`config.mk`:
```
export PLATFORM = sky130hd
export DESIGN_NAME = multiword_adder_seq
export DESIGN_NICKNAME = d
export VERILOG_FILES = /design/src/rtl/multiword_adder_seq_pkg.sv /design/src/rtl/multiword_adder_seq_adder.sv /design/src/rtl/multiword_adder_seq.sv
export SDC_FILE = /design/constraint.sdc
export NUM_CORES = 1
export LEC_CHECK = 0
export ABC_AREA = 1
export CORE_MARGIN = 2
export CORE_UTILIZATION = 44
export CTS_BUF_LIST = sky130_fd_sc_hd__clkbuf_2
export DETAILED_ROUTE_END_ITERATION = 10
export GPL_TIMING_DRIVEN = 0
export MAX_ROUTING_LAYER = met4
export PLACE_DENSITY = 0.7
export RECOVER_POWER = 50
export SLEW_MARGIN = 25
export SYNTH_ARGS = -nofsm -noshare
export SYNTH_HDL_FRONTEND = slang
export SYNTH_SLANG_ARGS = --single-unit
export TNS_END_PERCENT = 5
```
`constraint.sdc`:
```
create_clock -name clk -period 8.65 [get_ports clk]
set_input_delay 1.73 -clock clk [delete_from_list [all_inputs] [get_ports clk]]
set_output_delay 1.73 -clock clk [all_outputs]
set_load 0.02 [all_outputs]
```
`src/rtl/multiword_adder_seq_pkg.sv`:
```
// multiword_adder_seq_pkg: shared FSM encoding and slice width for the multiword adder
package multiword_adder_seq_pkg;
  localparam int SLICE_W = 16;
  typedef enum logic [1:0] {
    IDLE = 2'd0,
    RUN  = 2'd1,
    DONE = 2'd2
  } state_e;
endpackage

```
`src/rtl/multiword_adder_seq_adder.sv`:
```
// adder: 16-bit combinational slice adder with carry in/out
module adder
  import multiword_adder_seq_pkg::*;
(
  input  logic [SLICE_W-1:0] a_i,
  input  logic [SLICE_W-1:0] b_i,
  input  logic               cin_i,
  output logic [SLICE_W-1:0] sum_o,
  output logic               cout_o
);
  assign {cout_o, sum_o} = (SLICE_W+1)'(a_i) + (SLICE_W+1)'(b_i) + (SLICE_W+1)'(cin_i);
endmodule

```
`src/rtl/multiword_adder_seq.sv`:
```
// multiword_adder_seq: WORDS x 16-bit add/sub computed one slice per cycle, LSB first
module multiword_adder_seq
  import multiword_adder_seq_pkg::*;
#(
  parameter int WORDS = 4
) (
  input  logic                     clk,
  input  logic                     rst,
  input  logic                     in_valid,
  output logic                     in_ready,
  input  logic                     op_sub,
  input  logic                     cin,
  input  logic [SLICE_W*WORDS-1:0] a,
  input  logic [SLICE_W*WORDS-1:0] b,
  output logic                     out_valid,
  input  logic                     out_ready,
  output logic [SLICE_W*WORDS-1:0] result,
  output logic                     cout,
  output logic                     ovf
);
  localparam int KW = $clog2(WORDS);
  state_e                          state_q, state_d;
  logic [KW-1:0]                   k_q, k_d;
  logic                            carry_q, carry_d;
  logic [WORDS-1:0][SLICE_W-1:0]   opa_q, opa_d, opb_q, opb_d, result_q, result_d;
  logic                            cout_q, cout_d, ovf_q, ovf_d;
  logic [SLICE_W-1:0]              sum;
  logic                            co;
  logic                            last;
  adder u_adder (
    .a_i   (opa_q[k_q]),
    .b_i   (opb_q[k_q]),
    .cin_i (carry_q),
    .sum_o (sum),
    .cout_o(co)
  );
  assign last      = k_q == KW'(WORDS-1);
  assign in_ready  = state_q == IDLE;
  assign out_valid = state_q == DONE;
  assign result    = result_q;
  assign cout      = cout_q;
  assign ovf       = ovf_q;
  // next state: latch operands in IDLE, one slice per RUN cycle, hold result in DONE
  always_comb begin
    state_d  = state_q;
    k_d      = k_q;
    carry_d  = carry_q;
    opa_d    = opa_q;
    opb_d    = opb_q;
    result_d = result_q;
    cout_d   = cout_q;
    ovf_d    = ovf_q;
    if (state_q == IDLE && in_valid) begin
      opa_d   = a;
      opb_d   = op_sub ? ~b : b;
      carry_d = op_sub | cin;
      k_d     = '0;
      state_d = RUN;
    end else if (state_q == RUN) begin
      result_d[k_q] = sum;
      carry_d       = co;
      k_d           = last ? k_q : k_q + 1'b1;
      state_d       = last ? DONE : RUN;
      cout_d        = last ? co : cout_q;
      ovf_d         = last ? (opa_q[WORDS-1][SLICE_W-1] == opb_q[WORDS-1][SLICE_W-1]) &&
                             (sum[SLICE_W-1] != opa_q[WORDS-1][SLICE_W-1]) : ovf_q;
    end else if (state_q == DONE && out_ready) begin
      state_d = IDLE;
    end
  end
  // state and datapath registers; reset aborts any operation in flight
  always_ff @(posedge clk or posedge rst) begin
    if (rst) begin
      state_q  <= IDLE;
      k_q      <= '0;
      carry_q  <= 1'b0;
      opa_q    <= '0;
      opb_q    <= '0;
      result_q <= '0;
      cout_q   <= 1'b0;
      ovf_q    <= 1'b0;
    end else begin
      state_q  <= state_d;
      k_q      <= k_d;
      carry_q  <= carry_d;
      opa_q    <= opa_d;
      opb_q    <= opb_d;
      result_q <= result_d;
      cout_q   <= cout_d;
      ovf_q    <= ovf_d;
    end
  end
endmodule

```
* Word-level counts from Yosys, hierarchy flattened *
Index checks and enable logic that the tools add are counted.

cells by class
  $add $sub $neg = 3
  $lt $le $gt $ge = 2
  eq/ne operators = 6
  multiplexer cells = 17
  bitwise operators = 3
  reduce and logical (&&, ||, !) cells = 10

operators with widths
  kind                                                                          number
  16-bit binary-select mux with 2-bit select                                    2
  64-bit bitwise mux                                                            1
  64-bit two-way mux                                                            1
  64-bit inverter                                                               1
  16-bit two-way mux                                                            3
  16-bit demux with 2-bit select                                                1
  16-bit by 16-bit adder with 17-bit output                                     1
  17-bit by 1-bit adder with 17-bit output                                      1
  2-bit two-way mux                                                             7
  2-bit equality test, second input constant                                    2
  1-bit logical AND                                                             4
  2-bit AND reduction                                                           2
  2-bit by 3-bit less-than comparator with 1-bit output, second input constant  1
  3-bit AND reduction                                                           1
  3-bit nonzero test                                                            1
  2-bit by 1-bit adder with 2-bit output, second input constant                 1
  2-bit by 1-bit equality test with 1-bit output, second input constant         1
  2-bit by 1-bit >= comparator with 1-bit output, second input constant         1
  2-bit zero test                                                               1
  1-bit two-way mux                                                             2
  2-bit by 1-bit inequality test with 1-bit output, second input constant       1
  2-bit nonzero test                                                            1
  1-bit equality test                                                           1
  1-bit inequality test                                                         1
  2 further kinds                                                               2

storage, ports and cells
  register bits = 199
  bits of input ports = 134
  output and inout port bits = 68
  logic and storage cells = 58

* Depth between registers and ports, before layout *
Gate-level depths: netlist of run 1.

  depth in word-level cells = 6
  depth in mapped cells = 17
  depth with buffers taken out = 14

* Hierarchy *
Synthesis of run 1 repeated with hierarchy kept, for this count alone.

unflattened totals
  cell total of the unflattened synthesis = 1534
  area, all modules = 10675.2 um2

by module, submodules not included
  module               instances  cells an instance  area each (um2)  sequential area each (um2)
  multiword_adder_seq  1          1350               9689.3           4979.8
  adder                1          184                985.9            0.0

* Worst setup path before layout of run 1 *
Ideal clock, no wire load.

  path type = register to register
  start point = register k_q[0]
  end point = register result_q, in the netlist result[10]
  setup time = 0.131 ns
  data arrival time = 2.570 ns
  data required time = 8.519 ns
  path slack = 5.949 ns
  cell stages (with the launch flop) = 15
  path buffers = 2
  clock period less this slack = 2.701 ns
  cells stage by stage = dfrtp_1 -> buf_2 -> inv_1 -> buf_2 -> o21ai_0 -> o22ai_1 -> fa_1 -> fa_1 -> nand2_1 -> nand3_1 -> nand3_1 -> nand2_1 -> a21oi_1 -> xor2_1 -> o21ai_0

between the ends
  longest elaborated chain between the ends = 5
  elaborated cells on any way between the ends = 12
  classes of those cells = 2 x add/sub; 2 x order compare; 7 x mux; 1 x reduce/logical

ends and longest elaborated chain
  what                                                                                        line                                                        text
  from (decl)                                                                                 multiword_adder_seq.sv:23                                   logic [KW-1:0] k_q, k_d;
  from (signal assigned)                                                                      multiword_adder_seq.sv:84                                   k_q <= k_d;
  16-bit binary-select mux with 2-bit select (tied with other cells)                          multiword_adder_seq.sv:31                                   .a_i (opa_q[k_q]),
  16-bit two-way mux (not written as such) (tied with other cells)                            multiword_adder_seq.sv:31
  16-bit by 16-bit adder with 17-bit output or 16-bit two-way mux (tied branches)             multiword_adder_seq_adder.sv:11, multiword_adder_seq.sv:60
  17-bit by 1-bit adder with 17-bit output or 16-bit demux with 2-bit select (tied branches)  multiword_adder_seq_adder.sv:11, multiword_adder_seq.sv:60
  64-bit bitwise mux (*)                                                                      multiword_adder_seq.sv:60                                   result_d[k_q] = sum;
  to (signal assigned)                                                                        multiword_adder_seq.sv:88                                   result_q <= result_d;
  to (decl)                                                                                   multiword_adder_seq.sv:25                                   logic [WORDS-1:0][SLICE_W-1:0] opa_q, opa_d, opb_q, opb_d, result_q, result_d;

Every way passes the cells marked *; elsewhere a longest branch is shown, timed or not. The select of a mux whose other input is x is not followed.
A chain may end at the register's enable or synchronous reset.

* Worst setup path in the final report of run 1 *
  start point = register state_q[1]
  end point = output out_valid

between the ends
  longest elaborated chain between the ends = 1

ends and longest elaborated chain
  what                    line                       text
  from (decl)             multiword_adder_seq.sv:22  state_e state_q, state_d;
  from (signal assigned)  multiword_adder_seq.sv:83  state_q <= state_d;
  2-bit equality test     multiword_adder_seq.sv:39  assign out_valid = state_q == DONE;
  to (decl)               multiword_adder_seq.sv:15  output logic out_valid,

Every way passes these cells.

==> out/metrics.csv, run 1 <==
stage,metric,value,unit
layout,"commonest non-fill, non-tap cell in the layout",nand2_1,
floorplan,standard-cell row count,54,
timing,Max Clk Rate,0.255,GHz
critical_path,crit path kind,reg -> out,
layout,Register Area,4980,um2
logic_synthesis,count of cell types in the netlist,32,
grt,initial antenna violation count,1,
cts,clk buf depth,2,
floorplan,die area,23100,um2
drt,average via count per standard cell,5.16,
layout,final instance area,12300,um2
layout,# fillers,2024,
timing,Slew @ Worst Pin,626,ps
drt,drt wl/cell,17.2,um
timing,Tmin final,3920,ps
critical_path,Crit path arrival time,2190,ps
critical_path,crit-path max FO,4,
power_and_ir_drop,Comb pwr share,8.0,%
drt,routed vias,8626,
drt,remaining routing DRC violations,0,
layout,most frequent cells in the layout,"nand2_1 (421), dfrtp_1 (199), clkdlybuf4s50_1 (198)",
drt,detailed-router iteration count before antenna repair,5,
grt,Congestion Overflow GR,0,
power_and_ir_drop,Static Leak,5.86,nW
cts,Worst-Skew Late Latency,810,ps
place,I/O Buffers,200,
power_and_ir_drop,P_sw,0.401,mW
timing,Final period util,45.3,%
floorplan,Horiz. Die Dim,152,um
cts,clock-pin transition on the worst setup and hold timing paths,290,ps
cts,post-CTS setup repair buffer count,0,
timing,Final Max Slew Viols,0,
logic_synthesis,post-synthesis sequential area ratio,51.7,%
grt,largest net degree at the start of global routing,101,
cts,CTS tree,yes,
power_and_ir_drop,VDD IR max,79.4,uV
layout,fin nets,1532,
cts,number of buffers created by CTS,17,
timing,RSZ-0062 raised after global routing,false,
floorplan,I/O pin cnt,202,
logic_synthesis,Synth Cell Area,9640,um2
cts,CTS hold repair buffers,0,
critical_path,critical path capture point type,output port,
cts,PostCTS Resize Cnt,0,
layout,"non-filler cells, final",1672,
job,maxcap violations,0,
power_and_ir_drop,PD cells,125,nW/um2
cts,H-Tree Depth,4,
layout,layout cell share with drive strength beyond 1,4.89,%
critical_path,Worst Path Required,6920,ps
logic_synthesis,post-synthesis area per instance,8.34,um2
layout,fin util,56.6,%
critical_path,Critical Path Source Type,register,
drt,initial drt markers,889,
cts,CTS Root Cell,clkbuf_2,
layout,Synth-to-Final Area Change,27.3,%
floorplan,core footprint,21700,um2
grt,vias in the first global route,8183,
logic_synthesis,syn_nets,1311,
timing,Setup-failing EPs final,0,
drt,final wirelength,28700,um
power_and_ir_drop,Switching Share,26.2,%
cts,CTS sink count,199,
place,dpl cells,1638,
timing,final worst slack,4730,ps
grt,gr usage total,25.7,%
layout,area of the multi-input gates,4200,um2
power_and_ir_drop,part of the power in the clock network,30.9,%
min_path,HP Class,reg -> reg,
place,placed cell area,12100,um2
drt,antenna-violating nets left,0,
floorplan,Starting Density,44.4,%
power_and_ir_drop,sequential share of power,61.1,%
timing,Worst slew margin,58.3,%
place,Place WS,5210,ps
logic_synthesis,Post-Synthesis Cells,1156,
place,Detail Placement HPWL,22600,um
floorplan,Die Height,152,um
timing,clk_skew,36.6,ps
timing,final hold vios,0,
logic_synthesis,number of synthesized register bits,199,
place,routability cong.,0.936,
grt,first-pass GRT wire length,45100,um
status,status,"finished, final reports clean",
logic_synthesis,yosys warns,0,
power_and_ir_drop,Int Pwr,1.13,mW
-- per-layer routing --
metal	up-vias	global-route usage (%)	wire length (um)
li1	4178	-	-
met4	0	8.37	711
met2	340	38.9	13300
met1	4057	35.4	12900
met5	-	-	0
met3	51	4.19	1740
-- final timing paths --
| check | startpoint | to | slack, ps | cells past startpoint |
|---|---|---|---|---|
| worst max-delay path | state_q[1] | out_valid | 4730 | 3 |
| min in group asynchronous | rst | result[52] | 1470 | 3 |
| worst min register to register | opa_q[32] | opa_q[32] | 510 | 2 |
| worst min-delay path | opa_q[32] | opa_q[32] | 510 | 2 |
| max in group asynchronous | rst | carry_q | 6290 | 4 |
| worst max register to register | k_q[0] | result[10] | 5180 | 14 |
-- kinds of logic (layout without fill, tap and decap cells) --
logic type | Yosys count | in the layout | synth area share (%)
AO/OA/AOI/OAI | 224 | 224 | 12.2
AND/OR/NAND/NOR | 540 | 540 | 21.9
buffers and inverters | 100 | 334 | 4.76
other | 0 | 2 | 0
adder cells (fa/ha/maj) | 21 | 21 | 2.88
flip-flops | 199 | 199 | 51.7
XOR/XNOR | 72 | 72 | 6.54
-- flip-flops by register name, indices dropped and copies added, names as in the netlist --
name and count:
carry_q 1, cout 1, k_q 2, opa_q 64, opb_q 64, ovf 1
result 64, state_q 2
-- worst max-delay path: stages, from the launching register on --
cell             delay (ps)
dfrtp_1                 510
inv_1                    80
nor2_1                  170
clkdlybuf4s50_1         640
-- cell usage after synthesis --
cell	instances	area, um2
and3_1	1	6.26
o21a_1	1	7.51
o21ai_2	1	8.76
nand3_1	35	175
o211ai_1	1	7.51
nor3_1	1	5.00
nor2_1	73	274
o21ai_1	5	25.0
dfrtp_1	199	4980
buf_2	22	110
nor2_2	1	6.26
fa_1	2	40.0
a21oi_2	1	8.76
nand2_1	420	1580
ha_1	19	238
inv_2	4	15.0
nand2_2	1	6.26
nor2_4	2	22.5
o21bai_1	2	15.0
clkbuf_1	31	116
o22ai_1	32	200
inv_1	32	120
and2_1	1	6.26
or2_2	1	6.26
xor2_1	4	35.0
o21ai_0	168	841
a21oi_1	13	65.1
nand4_1	3	18.8
xnor2_1	68	596
buf_6	4	45.0
buf_4	7	52.6
nand3b_1	1	7.51
-- stage by stage --
step | hold slack, ps | TNS, ps | total power [mW]
floorplan | 444 | 0 | 0.993
global placement | 457 | -185130 | 1.07
CTS | 517 | 0 | 1.54
finish | 515 | 0 | 1.53
global route | 535 | 0 | 1.59
detailed placement | 460 | 0 | 1.07
-- layout make-up --
type	instances	share of cell area, %
antenna	2	0.0408
buffer	64	2.42
clock buffer	17	0.693
clock inverter	15	1.35
inverter	36	1.11
multi-input combinational	857	34.2
sequential	199	40.6
tap	280	2.86
timing repair buffer	202	16.8
-- power groups by stage --
stage          registers (mW)  clock network [mW]  logic (mW)
3_3_place_gp            0.948                   0       0.121
4_1_cts                 0.934               0.478       0.125
2_1_floorplan           0.948                   0      0.0443
3_5_place_dp            0.948                   0       0.125
6_report                0.934               0.472       0.122
5_1_grt                 0.934               0.519       0.133
No activity file was read; power rests on OpenSTA's default activity.
==> inputs of run 2 (changes only) <==
--- a/config.mk
+++ b/config.mk
@@ -12,7 +12,7 @@
 export DETAILED_ROUTE_END_ITERATION = 10
 export GPL_TIMING_DRIVEN = 0
 export MAX_ROUTING_LAYER = met4
-export PLACE_DENSITY = 0.7
+export PLACE_DENSITY = 0.73
 export RECOVER_POWER = 50
 export SLEW_MARGIN = 25
 export SYNTH_ARGS = -nofsm -noshare
==> constraint.sdc (replaced) <==
create_clock -name clk -period 3.4 [get_ports clk]
set_input_delay 0.68 -clock clk [delete_from_list [all_inputs] [get_ports clk]]
set_output_delay 0.68 -clock clk [all_outputs]
set_load 0.02 [all_outputs]
==> run 2 against run 1 <==
Effect of this change:
- the run now ends with max-capacitance violations, max-slew violations left
- sequential power increased to 2.5 times the previous value
- via count increased by 0.53%
- combinational power grew to 2.6 times the previous value
- critical path depth increased by 12
- die area did not move
- cell count grew 0.24%
- register-to-register slack lost 5100 ps
- global-route usage rose by 0.095 points
- flip-flop and latch count stayed put
- critical path type is now reg -> reg
==> out/metrics.csv, run 2 (synthesis results as in run 1) <==
stage,metric,value,unit
status,status,finished with violations,
status,failing checks,"max-capacitance violations, max-slew violations",
cts,CTS sink count,199,
critical_path,critical path capture point type,register,
grt,Congestion Overflow GR,0,
power_and_ir_drop,VDD IR max,227,uV
drt,routed vias,8672,
cts,Worst-Skew Late Latency,800,ps
timing,clk_skew,45.6,ps
drt,initial drt markers,700,
timing,Tmin final,3290,ps
critical_path,crit-path max FO,10,
timing,final hold vios,0,
drt,final wirelength,28800,um
min_path,HP Class,in -> reg,
critical_path,crit path kind,reg -> reg,
floorplan,standard-cell row count,54,
critical_path,critical-path cell list,clkbuf_4 -> inv_1 -> clkbuf_1 -> o21ai_0 -> o22ai_1 -> ha_1 -> nand2_1 -> inv_1 -> a21oi_1 -> nand2_1 -> nand2_1 -> nand2_1 -> nand2_1 -> nand2_1 -> o21ai_1,
floorplan,Horiz. Die Dim,152,um
critical_path,crit-path most repeated cell,nand2_1,
cts,CTS tree,yes,
power_and_ir_drop,Static Leak,5.89,nW
critical_path,Worst Path Required,4110,ps
cts,clk buf depth,2,
timing,Slew @ Worst Pin,1690,ps
drt,antenna-violating nets left,0,
floorplan,die area,23100,um2
power_and_ir_drop,sequential share of power,61.3,%
layout,"commonest non-fill, non-tap cell in the layout",nand2_1,
critical_path,Critical Path Source Type,register,
timing,Max Clk Rate,0.304,GHz
power_and_ir_drop,Switching Share,26.1,%
drt,drt wl/cell,17.2,um
critical_path,Crit path arrival time,4000,ps
floorplan,core footprint,21700,um2
place,Detail Placement HPWL,22700,um
floorplan,Starting Density,44.4,%
cts,CTS hold repair buffers,0,
cts,H-Tree Depth,4,
timing,Worst slew margin,-12.6,%
grt,first-pass GRT wire length,45300,um
grt,gr usage total,25.7,%
cts,CTS Root Cell,clkbuf_2,
place,I/O Buffers,200,
place,Place WS,-4.86,ps
floorplan,Die Height,152,um
layout,most frequent cells in the layout,"nand2_1 (421), dfrtp_1 (199), clkdlybuf4s50_1 (199)",
grt,initial antenna violation count,1,
timing,hold_ws,305,ps
cts,clock-pin transition on the worst setup and hold timing paths,290,ps
timing,final worst slack,109,ps
power_and_ir_drop,Pwr Total,3.87,mW
power_and_ir_drop,P_sw,1.01,mW
layout,fin util,56.9,%
layout,fin nets,1537,
grt,largest net degree at the start of global routing,34,
power_and_ir_drop,Int Pwr,2.86,mW
drt,detailed-router iteration count before antenna repair,6,
job,maxcap violations,2,
power_and_ir_drop,PD cells,314,nW/um2
cts,number of buffers created by CTS,17,
layout,Synth-to-Final Area Change,28.0,%
drt,average via count per standard cell,5.17,
critical_path,Crit-path slowest cell,dfrtp_1,
timing,Final Max Slew Viols,59,
timing,RSZ-0062 raised after global routing,true,
power_and_ir_drop,part of the power in the clock network,30.5,%
timing,Setup-failing EPs final,0,
grt,vias in the first global route,8236,
critical_path,CP peak stage delay,470,ps
place,routability cong.,0.979,
floorplan,I/O pin cnt,202,
layout,layout cell share with drive strength beyond 1,5.88,%
drt,remaining routing DRC violations,0,
timing,Final period util,96.8,%
power_and_ir_drop,Comb pwr share,8.1,%
==> run 2: cell types whose count changed in the layout (fill, tap and decap cells not counted), sizes merged, moves of 2 or more <==
cell and change:
clkbuf +3, buf +2, clkinv -2, clkinvlp +3
==> run 2: per-stage QoR <==
stage                     cell area, um2  instances  TNS (ps)
final                              12300       1676         0
after global routing               12300       1676     -85.6
after CTS                          12400       1674         0
after detailed placement           12100       1642     -10.3
after global placement             12000       1636   -263870
after floorplan                     9640       1156         0
==> run 2: power groups by stage <==
stage	Clock, mW	Sequential [mW]	Combinational (mW)
after floorplan	0	2.41	0.113
after global placement	0	2.41	0.309
after detailed placement	0	2.41	0.329
after CTS	1.20	2.38	0.330
after global routing	1.29	2.38	0.340
final	1.18	2.37	0.315
==> run 2: path summary, 6_finish.rpt <==
check	end	slack (ps)	from	depth (start not counted)
max	result[47]	110	k_q[0]	15
min	opb_q[5]	310	op_sub	3
max reg2reg	result[47]	110	k_q[0]	15
min reg2reg	opa_q[16]	520	opa_q[16]	2
max in group asynchronous	opb_q[1]	490	rst	5
min in group asynchronous	result[35]	460	rst	2
==> run 2: what timing repair did <==
item	in CTS	in global routing
resized for setup	2	12
setup buffers	0	1
hold endpoints to repair	0	0
endpoints found under the setup margin	4	40
==> run 2: layout make-up <==
cell class	count	area, um2
fillers	1994	9360
flip-flops and latches	199	4980
multi-input cells	857	4230
repair buffers	207	2070
well taps	280	350
plain buffers	64	320
clock inverters	15	161
inverters	36	136
clock buffers	17	85.1
diodes	1	2.50
==> run 2: critical path, delay by kind of cell (launching register included) <==
kind / cells / cell delay, ps
compound gates: 4 / 920
flops: 1 / 470
buf+inv: 4 / 710
simple gates: 6 / 730
fa+ha+maj: 1 / 370
==> run 2: routing by layer <==
metal / share of wire, % / GRT usage, % / routed length, um / up-vias
met5: 0 / - / 0 / -
met3: 6.9 / 3.99 / 1980 / 52
met1: 44 / 35.1 / 12600 / 4067
met4: 2.9 / 8.81 / 832 / 0
li1: - / - / - / 4184
met2: 46 / 39.6 / 13300 / 369
